$ cat config.mk
export PLATFORM = sky130hd
export DESIGN_NAME = grf_mp_flat
export DESIGN_NICKNAME = d
export VERILOG_FILES = /design/src/rtl/grf_mp_if.sv /design/src/rtl/grf_mp.sv /design/src/flat_wrapper.sv
export SDC_FILE = /design/constraint.sdc
export NUM_CORES = 2
export LEC_CHECK = 0
export CAP_MARGIN = 20
export CELL_PAD_IN_SITES_DETAIL_PLACEMENT = 1
export CELL_PAD_IN_SITES_GLOBAL_PLACEMENT = 1
export CORE_ASPECT_RATIO = 0.75
export CORE_MARGIN = 10
export CORE_UTILIZATION = 30
export CTS_CLUSTER_SIZE = 12
export DETAILED_ROUTE_END_ITERATION = 12
export GPL_TIMING_DRIVEN = 0
export PLACE_DENSITY_LB_ADDON = 0.1
export SYNTH_ARGS = -nofsm -noshare
export SYNTH_HDL_FRONTEND = slang
export SYNTH_SLANG_ARGS = --single-unit
$ cat constraint.sdc
create_clock -name clk -period 6.4 [get_ports clk]
set_input_delay 1.28 -clock clk [delete_from_list [all_inputs] [get_ports clk]]
set_output_delay 1.28 -clock clk [all_outputs]
set_load 0.01 [all_outputs]
$ cat src/rtl/grf_mp_if.sv
// grf_mp_if: bundle of the register-file read, write and clear-handshake signals.
//
// Parameters: DATA_W (register width), ADDR_W (address width).
// Modports:
//   master - the decode/writeback side: drives addresses, write ports and clr_req,
//            and receives read data and the clear handshake.
//   slave  - the register file (grf_mp).
interface grf_mp_if #(
    parameter int unsigned DATA_W = 32,
    parameter int unsigned ADDR_W = 5
);
    logic [ADDR_W-1:0] rd_addr0;
    logic [DATA_W-1:0] rd_data0;
    logic [ADDR_W-1:0] rd_addr1;
    logic [DATA_W-1:0] rd_data1;
    logic              wr_en0;
    logic [ADDR_W-1:0] wr_addr0;
    logic [DATA_W-1:0] wr_data0;
    logic              wr_en1;
    logic [ADDR_W-1:0] wr_addr1;
    logic [DATA_W-1:0] wr_data1;
    logic              clr_req;
    logic              clr_busy;
    logic              clr_done;

    modport master (
        output rd_addr0, rd_addr1,
        output wr_en0, wr_addr0, wr_data0,
        output wr_en1, wr_addr1, wr_data1,
        output clr_req,
        input  rd_data0, rd_data1, clr_busy, clr_done
    );

    modport slave (
        input  rd_addr0, rd_addr1,
        input  wr_en0, wr_addr0, wr_data0,
        input  wr_en1, wr_addr1, wr_data1,
        input  clr_req,
        output rd_data0, rd_data1, clr_busy, clr_done
    );
endinterface

$ cat src/rtl/grf_mp.sv
// grf_mp: two-read / two-write general register file with a sequential clear engine.
//
// Ports:
//   clk    - rising-edge clock.
//   reset  - synchronous active-low reset; zeroes the array and idles the clear engine.
//   bus    - grf_mp_if.slave: rd_addr0/1 -> rd_data0/1 (combinational reads),
//            wr_en0/1, wr_addr0/1, wr_data0/1 (port 1 wins on a same-address write),
//            clr_req in, clr_busy / clr_done out.
//
// Parameters: DATA_W, ADDR_W (NREGS = 2**ADDR_W), ZERO_REG (entry 0 hardwired to 0).
// Build option: define GRF_MP_BYPASS_EN for write-first forwarding of same-cycle writes
// onto the read ports; undefined gives read-first behaviour.
module grf_mp #(
    parameter int unsigned DATA_W   = 32,
    parameter int unsigned ADDR_W   = 5,
    parameter int unsigned ZERO_REG = 1
) (
    input  logic     clk,
    input  logic     reset,
    grf_mp_if.slave  bus
);
    localparam int unsigned NREGS = 1 << ADDR_W;

    localparam logic [1:0] StIdle  = 2'd0;
    localparam logic [1:0] StSweep = 2'd1;
    localparam logic [1:0] StDone  = 2'd2;

    localparam logic [ADDR_W-1:0] LastIdx = '1;

    logic [1:0]        state_q, state_d;
    logic [ADDR_W-1:0] idx_q, idx_d;
    logic [DATA_W-1:0] mem_q [NREGS];

    logic              wr_ok0, wr_ok1;
    logic [DATA_W-1:0] rd_data0, rd_data1;

    // Writes are dropped (not buffered) while the sweep owns the array.
    assign wr_ok0 = bus.wr_en0 && (state_q != StSweep) &&
                    !((ZERO_REG == 1) && (bus.wr_addr0 == '0));
    assign wr_ok1 = bus.wr_en1 && (state_q != StSweep) &&
                    !((ZERO_REG == 1) && (bus.wr_addr1 == '0));

    always_comb begin
        state_d = state_q;
        idx_d   = idx_q;
        case (state_q)
            StIdle: begin
                if (bus.clr_req) begin
                    state_d = StSweep;
                    idx_d   = '0;
                end
            end
            StSweep: begin
                // Stop on the last entry rather than letting idx wrap into a second pass.
                if (idx_q == LastIdx) begin
                    state_d = StDone;
                end else begin
                    idx_d = idx_q + 1'b1;
                end
            end
            StDone:  state_d = StIdle;
            default: state_d = StIdle;
        endcase
    end

    always_ff @(posedge clk) begin
        if (!reset) begin
            state_q <= StIdle;
            idx_q   <= '0;
            for (int i = 0; i < NREGS; i++) begin
                mem_q[i] <= '0;
            end
        end else begin
            state_q <= state_d;
            idx_q   <= idx_d;
            if (state_q == StSweep) begin
                mem_q[idx_q] <= '0;
            end else begin
                if (wr_ok0) mem_q[bus.wr_addr0] <= bus.wr_data0;
                // Later assignment takes effect, so port 1 wins a same-address conflict.
                if (wr_ok1) mem_q[bus.wr_addr1] <= bus.wr_data1;
            end
        end
    end

    always_comb begin
        rd_data0 = mem_q[bus.rd_addr0];
        rd_data1 = mem_q[bus.rd_addr1];
`ifdef GRF_MP_BYPASS_EN
        // wr_ok* already excludes the sweep and the hardwired zero entry.
        if (wr_ok0 && (bus.wr_addr0 == bus.rd_addr0)) rd_data0 = bus.wr_data0;
        if (wr_ok1 && (bus.wr_addr1 == bus.rd_addr0)) rd_data0 = bus.wr_data1;
        if (wr_ok0 && (bus.wr_addr0 == bus.rd_addr1)) rd_data1 = bus.wr_data0;
        if (wr_ok1 && (bus.wr_addr1 == bus.rd_addr1)) rd_data1 = bus.wr_data1;
`endif
        if ((ZERO_REG == 1) && (bus.rd_addr0 == '0)) rd_data0 = '0;
        if ((ZERO_REG == 1) && (bus.rd_addr1 == '0)) rd_data1 = '0;
    end

    assign bus.rd_data0 = rd_data0;
    assign bus.rd_data1 = rd_data1;
    assign bus.clr_busy = (state_q == StSweep);
    assign bus.clr_done = (state_q == StDone);

endmodule

$ cat src/flat_wrapper.sv
// flat-port wrapper written by rule: the top's interface ports become plain ports
module grf_mp_flat 
#(
    parameter int unsigned DATA_W   = 32,
    parameter int unsigned ADDR_W   = 5,
    parameter int unsigned ZERO_REG = 1
)
  (clk, reset, bus_rd_addr0, bus_rd_addr1, bus_wr_en0, bus_wr_addr0, bus_wr_data0, bus_wr_en1, bus_wr_addr1, bus_wr_data1, bus_clr_req, bus_rd_data0, bus_rd_data1, bus_clr_busy, bus_clr_done);
  grf_mp_if #(.DATA_W(DATA_W), .ADDR_W(ADDR_W)) bus_i ();
  input  logic clk;
  input  logic reset;
  input wire logic [$bits(bus_i.rd_addr0)-1:0] bus_rd_addr0;
  input wire logic [$bits(bus_i.rd_addr1)-1:0] bus_rd_addr1;
  input wire logic [$bits(bus_i.wr_en0)-1:0] bus_wr_en0;
  input wire logic [$bits(bus_i.wr_addr0)-1:0] bus_wr_addr0;
  input wire logic [$bits(bus_i.wr_data0)-1:0] bus_wr_data0;
  input wire logic [$bits(bus_i.wr_en1)-1:0] bus_wr_en1;
  input wire logic [$bits(bus_i.wr_addr1)-1:0] bus_wr_addr1;
  input wire logic [$bits(bus_i.wr_data1)-1:0] bus_wr_data1;
  input wire logic [$bits(bus_i.clr_req)-1:0] bus_clr_req;
  output wire logic [$bits(bus_i.rd_data0)-1:0] bus_rd_data0;
  output wire logic [$bits(bus_i.rd_data1)-1:0] bus_rd_data1;
  output wire logic [$bits(bus_i.clr_busy)-1:0] bus_clr_busy;
  output wire logic [$bits(bus_i.clr_done)-1:0] bus_clr_done;
  assign bus_i.rd_addr0 = bus_rd_addr0;
  assign bus_i.rd_addr1 = bus_rd_addr1;
  assign bus_i.wr_en0 = bus_wr_en0;
  assign bus_i.wr_addr0 = bus_wr_addr0;
  assign bus_i.wr_data0 = bus_wr_data0;
  assign bus_i.wr_en1 = bus_wr_en1;
  assign bus_i.wr_addr1 = bus_wr_addr1;
  assign bus_i.wr_data1 = bus_wr_data1;
  assign bus_i.clr_req = bus_clr_req;
  assign bus_rd_data0 = bus_i.rd_data0;
  assign bus_rd_data1 = bus_i.rd_data1;
  assign bus_clr_busy = bus_i.clr_busy;
  assign bus_clr_done = bus_i.clr_done;
  grf_mp #(.DATA_W(DATA_W), .ADDR_W(ADDR_W), .ZERO_REG(ZERO_REG)) u_core (.clk(clk), .reset(reset), .bus(bus_i));
endmodule
==> insert_results.sql <==
INSERT INTO impl_metrics (metric_group, metric, value, unit) VALUES
('run_status', 'status', 'finished with violations', ''),
('run_status', 'violations', 'negative setup slack', ''),
('detailed_routing', 'route.vias.total', '55428', ''),
('setup_path', 'worst-endpoint-arrival', '5.36', 'ns'),
('synth', 'netlist_instances', '4886', ''),
('timing', 'clock-skew-final', '0.0341', 'ns'),
('detailed_routing', 'drt_iter0_drc', '10600', ''),
('synth', 'ys_top_cells_by_area', 'edfxtp_1 (50%), mux4_2 (19%), o31ai_1 (6.2%)', ''),
('synth', 'synthAdderAreaFrac', '0.0409', '%'),
('layout', 'finish.utilization', '36.3', '%'),
('placed_design', 'globalplace.congestion', '0.997', ''),
('grt', 'globalRoute.totalOverflow', '0', ''),
('synth', 'dominant_combinational_cell_family_by_area_after_synthesis', 'multiplexers', ''),
('synth', 'synth_simple_gate_area_share', '8.31', '%'),
('grt', 'grt_max_degree', '33', ''),
('floorplanning', 'starting_utilization_of_the_core_area', '30.2', '%'),
('clock_network', 'clock_tree.buffer_depth', '3', ''),
('floorplanning', 'die_area', '223000', 'µm²'),
('setup_path', 'kind_of_critical_path', 'primary input to output port', ''),
('clock_network', 'tritoncts_clock_tree', 'built', ''),
('clock_network', 'ctsRootBufferMaster', 'clkbuf_16', ''),
('timing', 'min_period_over_period', '104', '%'),
('timing', 'hold_viol', '0', ''),
('synth', 'synthesis.area', '61200', 'µm²'),
('synth', 'synth.top_cell.area_share', '50.2', '%'),
('synth', 'cell_with_the_most_instances_after_synthesis', 'edfxtp_1', ''),
('timing', 'final_max_slew_viol_count', '0', ''),
('clock_network', 'clk_transition_reported_paths', '0.06', 'ns'),
('synth', 'synth_mux_area_share', '22.2', '%'),
('detailed_routing', 'postRouteWirelength', '417000', 'µm'),
('clock_network', 'cts.sinks', '1031', ''),
('synth', 'ys_top_cells_by_count', 'edfxtp_1 (1,024), nand2_1 (951), mux4_2 (512)', ''),
('detailed_routing', 'detailedRoute.firstPassIterationCount', '6', ''),
('setup_path', 'crit_required', '5.12', 'ns'),
('layout', 'nets', '5449', ''),
('detailed_routing', 'drcViolationCount', '0', ''),
('timing', 'fin_tns_setup', '-2.40', 'ns'),
('clock_network', 'tritoncts.num_buffers', '132', ''),
('synth', 'yosysSeqAreaShare', '50.5', '%'),
('timing', 'max_slew_margin', '12.9', '%'),
('placed_design', 'number_of_port_buffers', '118', ''),
('layout', 'fin_area', '73500', 'µm²'),
('layout', 'post_route_cells_drive_above_1_share', '22.5', '%'),
('synth', 'postSynth.asyncResetShare', '0', '%'),
('synth', 'synth_edf_count', '1024', ''),
('floorplanning', 'row_count', '143', ''),
('layout', 'syn_to_final_growth', '20.1', '%'),
('grt', 'vias_in_the_first_global_route', '52276', ''),
('timing', 'finalWorstSetupSlack', '-0.235', 'ns'),
('timing', 'timing_worst_slew_pin_value', '1.31', 'ns'),
('floorplanning', 'die-height', '411', 'µm'),
('floorplanning', 'die_width', '542', 'µm'),
('clock_network', 'cts_resized', '94', ''),
('synth', 'synthesized_area_divided_by_synthesized_cell_count', '12.5', 'µm²'),
('pwr', 'p_leak', '23.5', 'nW'),
('job', 'cap_viol_max_count', '0', ''),
('synth', 'synth-xor-area-share', '0.0286', '%'),
('setup_path', 'critical_path_peak_fanout', '10', ''),
('grt', 'grt_first_pass_wirelength', '533000', 'µm'),
('timing', 'grt_setup_unrepaired', 'false', ''),
('clock_network', 'worstSkewPairLatency', '0.83', 'ns'),
('setup_path', 'timing.critical_path.to_type', 'output port', ''),
('grt', 'grt_antenna_before_repair', '32', ''),
('synth', 'total_of_warnings_raised_by_yosys', '0', ''),
('synth', 'netlist.top_cell.by_area', 'edfxtp_1', ''),
('detailed_routing', 'final_antenna_net_count', '0', ''),
('timing', 'period_minus_slack', '6.64', 'ns'),
('synth', 'ys_seq_elements', '1031', ''),
('pwr', 'power_per_cell_area', '257', 'nW/µm²'),
('timing', 'timing.final.setup_violations', '27', ''),
('floorplanning', 'floorplan.io_pins', '155', '');
[per-stage QoR]
stage / hold WS (ns) / power, mW / cells
CTS: 0.652 / 18.6 / 8128
global placement: 0.609 / 10.8 / 7717
global route: 0.729 / 19.1 / 8144
floorplan: 0.556 / 9.24 / 4917
finish: 0.665 / 18.9 / 8153
detailed placement: 0.647 / 11.0 / 7894
[layout by cell type, fill, tap and decap left out, drive strengths merged, types with 81 or more instances in the layout]
cell type | netlist | layout
mux2 | 112 | 112
buf | 147 | 335
clkbuf | 443 | 614
edfxtp | 1024 | 1024
clkdlybuf4s50 | 0 | 118
mux4 | 512 | 512
o21ai | 288 | 288
mux2i | 81 | 81
nor2 | 122 | 122
a21oi | 85 | 85
o31ai | 503 | 503
nand2 | 951 | 951
a22o | 178 | 178
[state kept, by name (all words and copies together) (netlist names)]
name / flops
u_core.idx_q: 5
u_core.mem_q: 1024
u_core.state_q: 2
[cell type report]
class	count	area [µm²]
Inverter	5	18.8
Clock buffer	170	3580
Buffer	587	2560
Antenna cell	10	25.0
Timing Repair Buffer	310	4010
Fill cell	21469	129000
Tap cell	2682	3360
Sequential cell	1031	30900
Multi-Input combinational cell	3291	28400
Clock inverter	67	687
[worst max-delay path: stages]
cell             delay [ns]
clkbuf_2               0.43
clkbuf_2               0.51
buf_2                  0.71
mux4_2                 0.34
mux2i_1                0.16
a21oi_1                0.45
o21ai_1                0.35
a21oi_1                0.44
clkdlybuf4s50_1        0.63
[per-layer routing]
metal,wire length (µm),global-route usage (%),vias up
li1,-,-,20482
met1,169000,49.4,29650
met2,166000,49.6,4576
met3,65000,17.2,702
met4,16100,11.9,18
met5,313,0.660,-
[path summary, 6_finish.rpt]
path	endpoint	from	slack, ns	cells after the start
min reg2reg	u_core.idx_q[1]	u_core.idx_q[0]	0.66	3
max	bus_rd_data0[20]	bus_rd_addr0[2]	-0.24	9
max reg2reg	u_core.mem_q[2][9]	u_core.state_q[0]	1.15	12
min	u_core.idx_q[1]	u_core.idx_q[0]	0.66	3
[power by group]
| group | total, mW | internal [mW] | switching (mW) |
|---|---|---|---|
| sequential | 7.90 | 7.71 | 0.186 |
| clock | 7.85 | 4.44 | 3.41 |
| combinational | 3.15 | 1.03 | 2.12 |
| total | 18.9 | 13.2 | 5.72 |
[cells by family (layout without fill, tap and decap cells)]
family,after synthesis,in the layout
adders and majority gates,2,2
AOI/OAI and AO/OA,1314,1314
muxes,705,705
buffers and inverters,595,1139
other,1,42
xor gates and xnor gates,2,2
and+or+nand+nor,1236,1236
DFF,1031,1031
(Power assumes the default switching activity.)
